`src/rtl/spi_ram_pkg.sv`:
```
// Shared definitions for the SPI-fronted byte memory: command opcodes,
// field widths and the address range helper.
package spi_ram_pkg;

    localparam int unsigned DATA_W = 8;
    localparam int unsigned CMD_W  = 10;

    localparam logic [1:0] OP_WR_ADDR = 2'b00;
    localparam logic [1:0] OP_WR_DATA = 2'b01;
    localparam logic [1:0] OP_RD_ADDR = 2'b10;
    localparam logic [1:0] OP_RD_DATA = 2'b11;

    // An address can name more words than a shallow array actually holds.
    function automatic logic addr_in_range(input int unsigned addr, input int unsigned depth);
        return addr < depth;
    endfunction

endpackage

```
`src/rtl/spi_ram_if.sv`:
```
// Command/response bundle between the SPI front end (master) and the
// memory (slave).
interface spi_ram_if;
    import spi_ram_pkg::*;

    logic [CMD_W-1:0]  din;
    logic              rx_valid;
    logic [DATA_W-1:0] dout;
    logic              tx_valid;

    modport master (output din, output rx_valid, input dout, input tx_valid);
    modport slave  (input din, input rx_valid, output dout, output tx_valid);

endinterface

```
`src/rtl/spi_ram.sv`:
```
// Single-port byte memory driven by 10-bit SPI commands: latch write/read
// addresses, write bytes, and return read bytes with a one-cycle strobe.
module spi_ram
    import spi_ram_pkg::*;
#(
    parameter int unsigned MEM_DEPTH = 256,
    parameter int unsigned ADDR_SIZE = 8
) (
    input  logic       clk,
    input  logic       rst_n,
    spi_ram_if.slave   bus
);

    localparam int unsigned MEM_AW = (MEM_DEPTH > 1) ? $clog2(MEM_DEPTH) : 1;

    logic [DATA_W-1:0]    mem [0:MEM_DEPTH-1];
    logic [ADDR_SIZE-1:0] wr_addr;
    logic [ADDR_SIZE-1:0] rd_addr;
    logic [DATA_W-1:0]    dout_q;
    logic                 tx_valid_q;

    logic [1:0]           opcode;
    logic [ADDR_SIZE-1:0] cmd_addr;
    logic [DATA_W-1:0]    payload;
    logic                 wr_ok;
    logic                 rd_ok;
    logic [MEM_AW-1:0]    wr_idx;
    logic [MEM_AW-1:0]    rd_idx;

    assign opcode   = bus.din[CMD_W-1:CMD_W-2];
    assign payload  = bus.din[DATA_W-1:0];
    assign cmd_addr = bus.din[ADDR_SIZE-1:0];

    assign wr_ok  = addr_in_range(32'(wr_addr), MEM_DEPTH);
    assign rd_ok  = addr_in_range(32'(rd_addr), MEM_DEPTH);
    assign wr_idx = MEM_AW'(wr_addr);
    assign rd_idx = MEM_AW'(rd_addr);

    // The array sits in the reset block only so that no write can land while
    // rst_n is low; its contents are never cleared.
    always_ff @(posedge clk or negedge rst_n) begin
        if (!rst_n) begin
            wr_addr    <= '0;
            rd_addr    <= '0;
            dout_q     <= '0;
            tx_valid_q <= 1'b0;
        end else begin
            tx_valid_q <= 1'b0;
            case (opcode)
                OP_WR_ADDR: if (bus.rx_valid) wr_addr <= cmd_addr;
                OP_WR_DATA: if (bus.rx_valid && wr_ok) mem[wr_idx] <= payload;
                OP_RD_ADDR: if (bus.rx_valid) rd_addr <= cmd_addr;
                default: begin
                    dout_q     <= rd_ok ? mem[rd_idx] : '0;
                    tx_valid_q <= 1'b1;
                end
            endcase
        end
    end

    assign bus.dout     = dout_q;
    assign bus.tx_valid = tx_valid_q;

endmodule

```
`src/flat_wrapper.sv`:
```
// flat-port wrapper written by rule: the top's interface ports become plain ports
module spi_ram_flat import spi_ram_pkg::*;
#(
    parameter int unsigned MEM_DEPTH = 256,
    parameter int unsigned ADDR_SIZE = 8
)
  (clk, rst_n, bus_din, bus_rx_valid, bus_dout, bus_tx_valid);
  spi_ram_if bus_i ();
  input  logic clk;
  input  logic rst_n;
  input wire logic [$bits(bus_i.din)-1:0] bus_din;
  input wire logic [$bits(bus_i.rx_valid)-1:0] bus_rx_valid;
  output wire logic [$bits(bus_i.dout)-1:0] bus_dout;
  output wire logic [$bits(bus_i.tx_valid)-1:0] bus_tx_valid;
  assign bus_i.din = bus_din;
  assign bus_i.rx_valid = bus_rx_valid;
  assign bus_dout = bus_i.dout;
  assign bus_tx_valid = bus_i.tx_valid;
  spi_ram #(.MEM_DEPTH(MEM_DEPTH), .ADDR_SIZE(ADDR_SIZE)) u_core (.clk(clk), .rst_n(rst_n), .bus(bus_i));
endmodule
```
`config.mk`:
```
export PLATFORM = sky130hd
export DESIGN_NAME = spi_ram_flat
export DESIGN_NICKNAME = d
export VERILOG_FILES = /design/src/rtl/spi_ram_pkg.sv /design/src/rtl/spi_ram_if.sv /design/src/rtl/spi_ram.sv /design/src/flat_wrapper.sv
export SDC_FILE = /design/constraint.sdc
export NUM_CORES = 2
export LEC_CHECK = 0
export ABC_AREA = 1
export CAP_MARGIN = 10
export CORE_UTILIZATION = 50
export CTS_BUF_LIST = sky130_fd_sc_hd__clkbuf_4
export DETAILED_ROUTE_END_ITERATION = 12
export PLACE_DENSITY = 0.75
export RECOVER_POWER = 50
export SYNTH_ARGS = -nofsm -noshare
export SYNTH_HDL_FRONTEND = slang
export SYNTH_SLANG_ARGS = --single-unit
```
`constraint.sdc`:
```
create_clock -name clk -period 1.95 [get_ports clk]
set_input_delay 0.195 -clock clk [delete_from_list [all_inputs] [get_ports clk]]
set_output_delay 0.195 -clock clk [all_outputs]
set_load 0.02 [all_outputs]
```
Yosys cells after proc, flatten, opt, wreduce, memory -nomap -nowiden
Memory sizes are Yosys's and may differ from the RTL's. A register that Yosys moved wholly into a read port is not among the register bits.
Cells that the tools add are included.
- equality and inequality tests: 2
- multiplexer cells: 4
- reduce and logical (&&, ||, !) cells: 7
- operators by type and width (cell ; count):
    1-bit two-way mux ; 4
    2-bit AND reduction ; 2
    3-bit OR reduction ; 1
    2-bit by 1-bit equality test with 1-bit output (second input constant) ; 1
    2-bit equality test (second input constant) ; 1
    1-bit logical NOT ; 2
    2-bit logical NOT ; 1
    1-bit logical AND ; 1
- logic and storage cells: 17
- memories: 1
- RAM bits: 2048
- input bits: 13
- flip-flop bits (word level): 17
- output and inout bits: 9
- memories (name ; words ; bits a word ; read ports ; clocked after memory_dff ; wr ports ; RTL line ; RTL):
    u_core.mem ; 256 ; 8 ; 1 ; 1 ; 1 ; spi_ram.sv:16 ; logic [DATA_W-1:0] mem [0:MEM_DEPTH-1];

Depth between registers and ports, before layout
- word-level depth: 4
- gate-level depth with buffers: 15

Worst setup path before layout
Ideal clock, no wire load.
- path kind: input to register
- from: in bus_rx_valid
- to: mem u_core.mem[152][0], enable pin
- arrival time: 1516 ps
- stages on the path: 7
- path slack: 64 ps
- path through: inv_1 > nor3_2 > inv_1 > nor2_1 > nand2_1 > clkbuf_1 > nor2_1
- cells in the longest elaborated chain, start to end: 4
- RTL lines (element ; RTL line ; RTL):
    start, declared ; flat_wrapper.sv:12 ; input wire logic [$bits(bus_i.rx_valid)-1:0] bus_rx_valid;
    1-bit two-way mux ; spi_ram.sv:51 ; OP_WR_DATA: if (bus.rx_valid && wr_ok) mem[wr_idx] <= payload;
    1-bit two-way mux ; spi_ram.sv:49 ; case (opcode)
    1-bit logical AND (implied by the code) ; spi_ram.sv:51 ;
    1-bit two-way mux (implied by the code) ; spi_ram.sv:51 ;
    end, declared ; spi_ram.sv:16 ;
No other way between the ends.

==> flow_metrics.tcl <==
set metrics [dict create \
    outcome "complete, but fails checks" \
    violations "max-capacitance violations, max-slew violations, negative setup slack" \
    rsz0062_at_grt "yes" \
    p_int_mw 75.4 \
    clock_path_buffers 4 \
    min_to "u_core.bus.tx_valid" \
    holdCritPathClass "in2reg" \
    crit_type "reg2reg" \
    fin_area_um2 101000 \
    grt.busiest_layer "met2" \
    hold_depth 5 \
    yosysTopAreaCell "edfxtp_1" \
    drtIter0Drc 9104 \
    wl_um 249000 \
    netSwitchingPower_mw 30.0 \
    rr_worst_depth 13 \
    ant_nets 0 \
    hold_start "bus_din[8]" \
    nNetsFinal 7943 \
    final-max-slew-violation-count 15 \
    seq_area_frac_synth_pct 73.9 \
    die_x_um 412 \
    place_congestion 0.937 \
    yosys.cell_types.count 18 \
    clock-root-buffer "clkbuf_4" \
    setup_ws_ps -557 \
    ff_latch_area_um2 62100 \
    power_density_nw_per_um2 1040 \
    hpwl_um 143000 \
    synth_area_leaders "edfxtp_1 73%, nand3_1 12%, nand2_1 9.5%, buf_2 1.5%, nor2_1 1.3%" \
    crit_path_start_kind "register" \
    reg2reg_to "u_core.bus.dout[3]" \
    syn_area_um2 84100 \
    clkTransAtPathRegs_ps 60 \
    clock_latency_ps 1320 \
    met3_usage_pct 7.37 \
    yosysWarnings 0 \
    path_max_fanout 10 \
    max_freq_mhz 399 \
    setup_violations 590 \
    die_y_um 412 \
    multi_input_area_um2 20800 \
    areaGrowthSynthToFinish_pct 20.4 \
    fin_worst_skew_ps 104 \
    drc 0 \
    p_seq_share_pct 46.8 \
    row_count 150 \
    grt_max_degree 101 \
    async_flop_share_pct 1.21 \
    synth-edff-count 2048 \
    synth_ff_type "edfxtp_1" \
    finalHoldViolations 0 \
    io-pin-count 22 \
    fill_cells 12300 \
    p_leak_nw 37.3 \
    synth_seq_cells 2073 \
    start_util_pct 50.3 \
    wire_per_inst_um 23.8 \
    grtUsageMet2_pct 45.3 \
    port_buffers 21 \
    r2r_setup_slack_ps -560 \
    track_usage_pct 29.0 \
    power.share.clock_pct 34.6 \
    setup_tns_ps -75680 \
    post-place-cells 9492 \
    antenna_found_initial 8 \
    drv_cap 1 \
    power_mw 105 \
    peakVddDrop_mv 0.801 \
    place_area_um2 91600 \
    worstSetupEndpointType "register" \
    reg2reg_from "u_core.rd_addr[0]" \
    grt_overflow_total 0 \
    cts_tree "done" \
    power.share.combinational_pct 18.6 \
    grt_pass1_vias 60900 \
    final_cells 10500 \
    synth_cells 7069 \
    core_um2 167000 \
    fin_crit_ps 2510 \
    syn_area_per_cell_um2 11.9 \
    mostFrequentLayoutCells "2113 x nand2_1, 2048 x edfxtp_1, 1811 x nand3_1" \
    drive_above_1_share_pct 22.2 \
    synth_top_area_share_pct 73.1 \
    cts_num_sinks 2073 \
    period_share_pct 129 \
    switching_share_pct 28.5 \
    mostFrequentLayoutCell "nand2_1" \
    vias 62400 \
    met1_usage_pct 36.9 \
    fp.dieArea_um2 170000 \
    dr.pass1.iters 8 \
    slew_headroom_pct -24.3 \
    routed_via_density 5.96 \
    worst_ep_required_time_ps 3150 \
    syn-num-nets 7082 \
    htree_levels 6 \
    cts_made_buffers 536 \
    critPathArrivalTime_ps 3710 \
    grt_pass1_wl_um 367000 \
    worst_pin_slew_ps 1870 \
]
-- critical path, stage by stage, from the launching register on --
cell	delay, ps
dfrtp_4	610
buf_12	220
buf_16	170
bufbuf_16	280
nand2_1	60
nand3_1	120
nand3_1	120
nand3_2	110
nand3_1	120
nand3_2	130
nand3_2	110
nand3_4	150
nand3_2	120
nand2_1	60
-- logic make-up (layout without fill, tap and decap cells) --
group                  count (synthesis)  count (layout)  share of synthesized area [%]
AND/OR/NAND/NOR                     4447            4447                           22.9
AO/OA/AOI/OAI                         16              16                         0.0952
other                                  0              13                              0
buffers and inverters                533            1707                           3.12
flip-flops                          2073            2073                           73.9
-- sequential cells by signal, summed over array words and instances, names as in the netlist --
register,flops
u_core.bus.dout,8
u_core.rd_addr,8
u_core.wr_addr,8
u_core.mem,2048
u_core.bus.tx_valid,1
-- what timing repair did --
item                       4_1_cts  5_1_grt
setup endpoints to repair       52      578
hold buffers                    31        0
cloned                          35        3
setup buffers                   32        4
pin swaps                       87       16
hold endpoints to repair      2098        0
resized for setup              370       86
-- worst max-delay path by stage --
stage | startpoint | endpoint | slack, ps | cells past startpoint
2_1_floorplan | bus_rx_valid | u_core.mem[152][0] | 60 | 7
3_3_place_gp | u_core.rd_addr[0] | u_core.bus.dout[0] | -940 | 13
3_5_place_dp | u_core.rd_addr[0] | u_core.bus.dout[0] | -950 | 13
4_1_cts | u_core.rd_addr[0] | u_core.bus.dout[7] | -440 | 15
5_1_grt | u_core.rd_addr[0] | u_core.bus.dout[3] | -590 | 13
6_report | u_core.rd_addr[0] | u_core.bus.dout[3] | -560 | 13
-- cell usage after synthesis (2+ instances only) --
| cell | count |
|---|---|
| buf_1 | 51 |
| buf_2 | 247 |
| buf_4 | 57 |
| buf_6 | 13 |
| clkbuf_1 | 116 |
| dfrtp_1 | 25 |
| edfxtp_1 | 2048 |
| inv_1 | 45 |
| inv_2 | 2 |
| nand2_1 | 2121 |
| nand3_1 | 2040 |
| nor2_1 | 282 |
| nor3_1 | 2 |
| o21ai_0 | 16 |
-- power groups by stage --
stage	combinational (mW)	clock [mW]	sequential, mW
global route	20.7	39.1	49.3
floorplan	9.18	0	50.2
global placement	15.9	0	50.2
detailed placement	16.2	0	50.2
CTS	19.0	36.8	49.3
finish	19.6	36.5	49.3
-- area by class of cell --
type | instances | area share, %
clock inverters | 93 | 0.718
inverters | 49 | 0.220
multi-input cells | 4463 | 20.5
repair inverters | 2 | 0.0272
flip-flops and latches | 2073 | 61.4
well taps | 2204 | 2.72
diodes | 13 | 0.0321
clock buffers | 758 | 5.62
repair buffers | 805 | 8.73
-- stage by stage --
step / setup WS [ps] / hold slack (ps) / util (%)
global route: -586 / 383 / 60.6
CTS: -439 / 264 / 60.7
finish: -557 / 500 / 60.6
global placement: -937 / 533 / 54.8
floorplan: 63.7 / -101 / -
detailed placement: -945 / 541 / 54.8
-- routing by layer --
layer  routed length (um)  up-vias
met2               117000     4594
met4                12500        4
met5                   27        -
met1                88600    29800
met3                30900      775
li1                     -    27200
(Power assumes the default switching activity.)
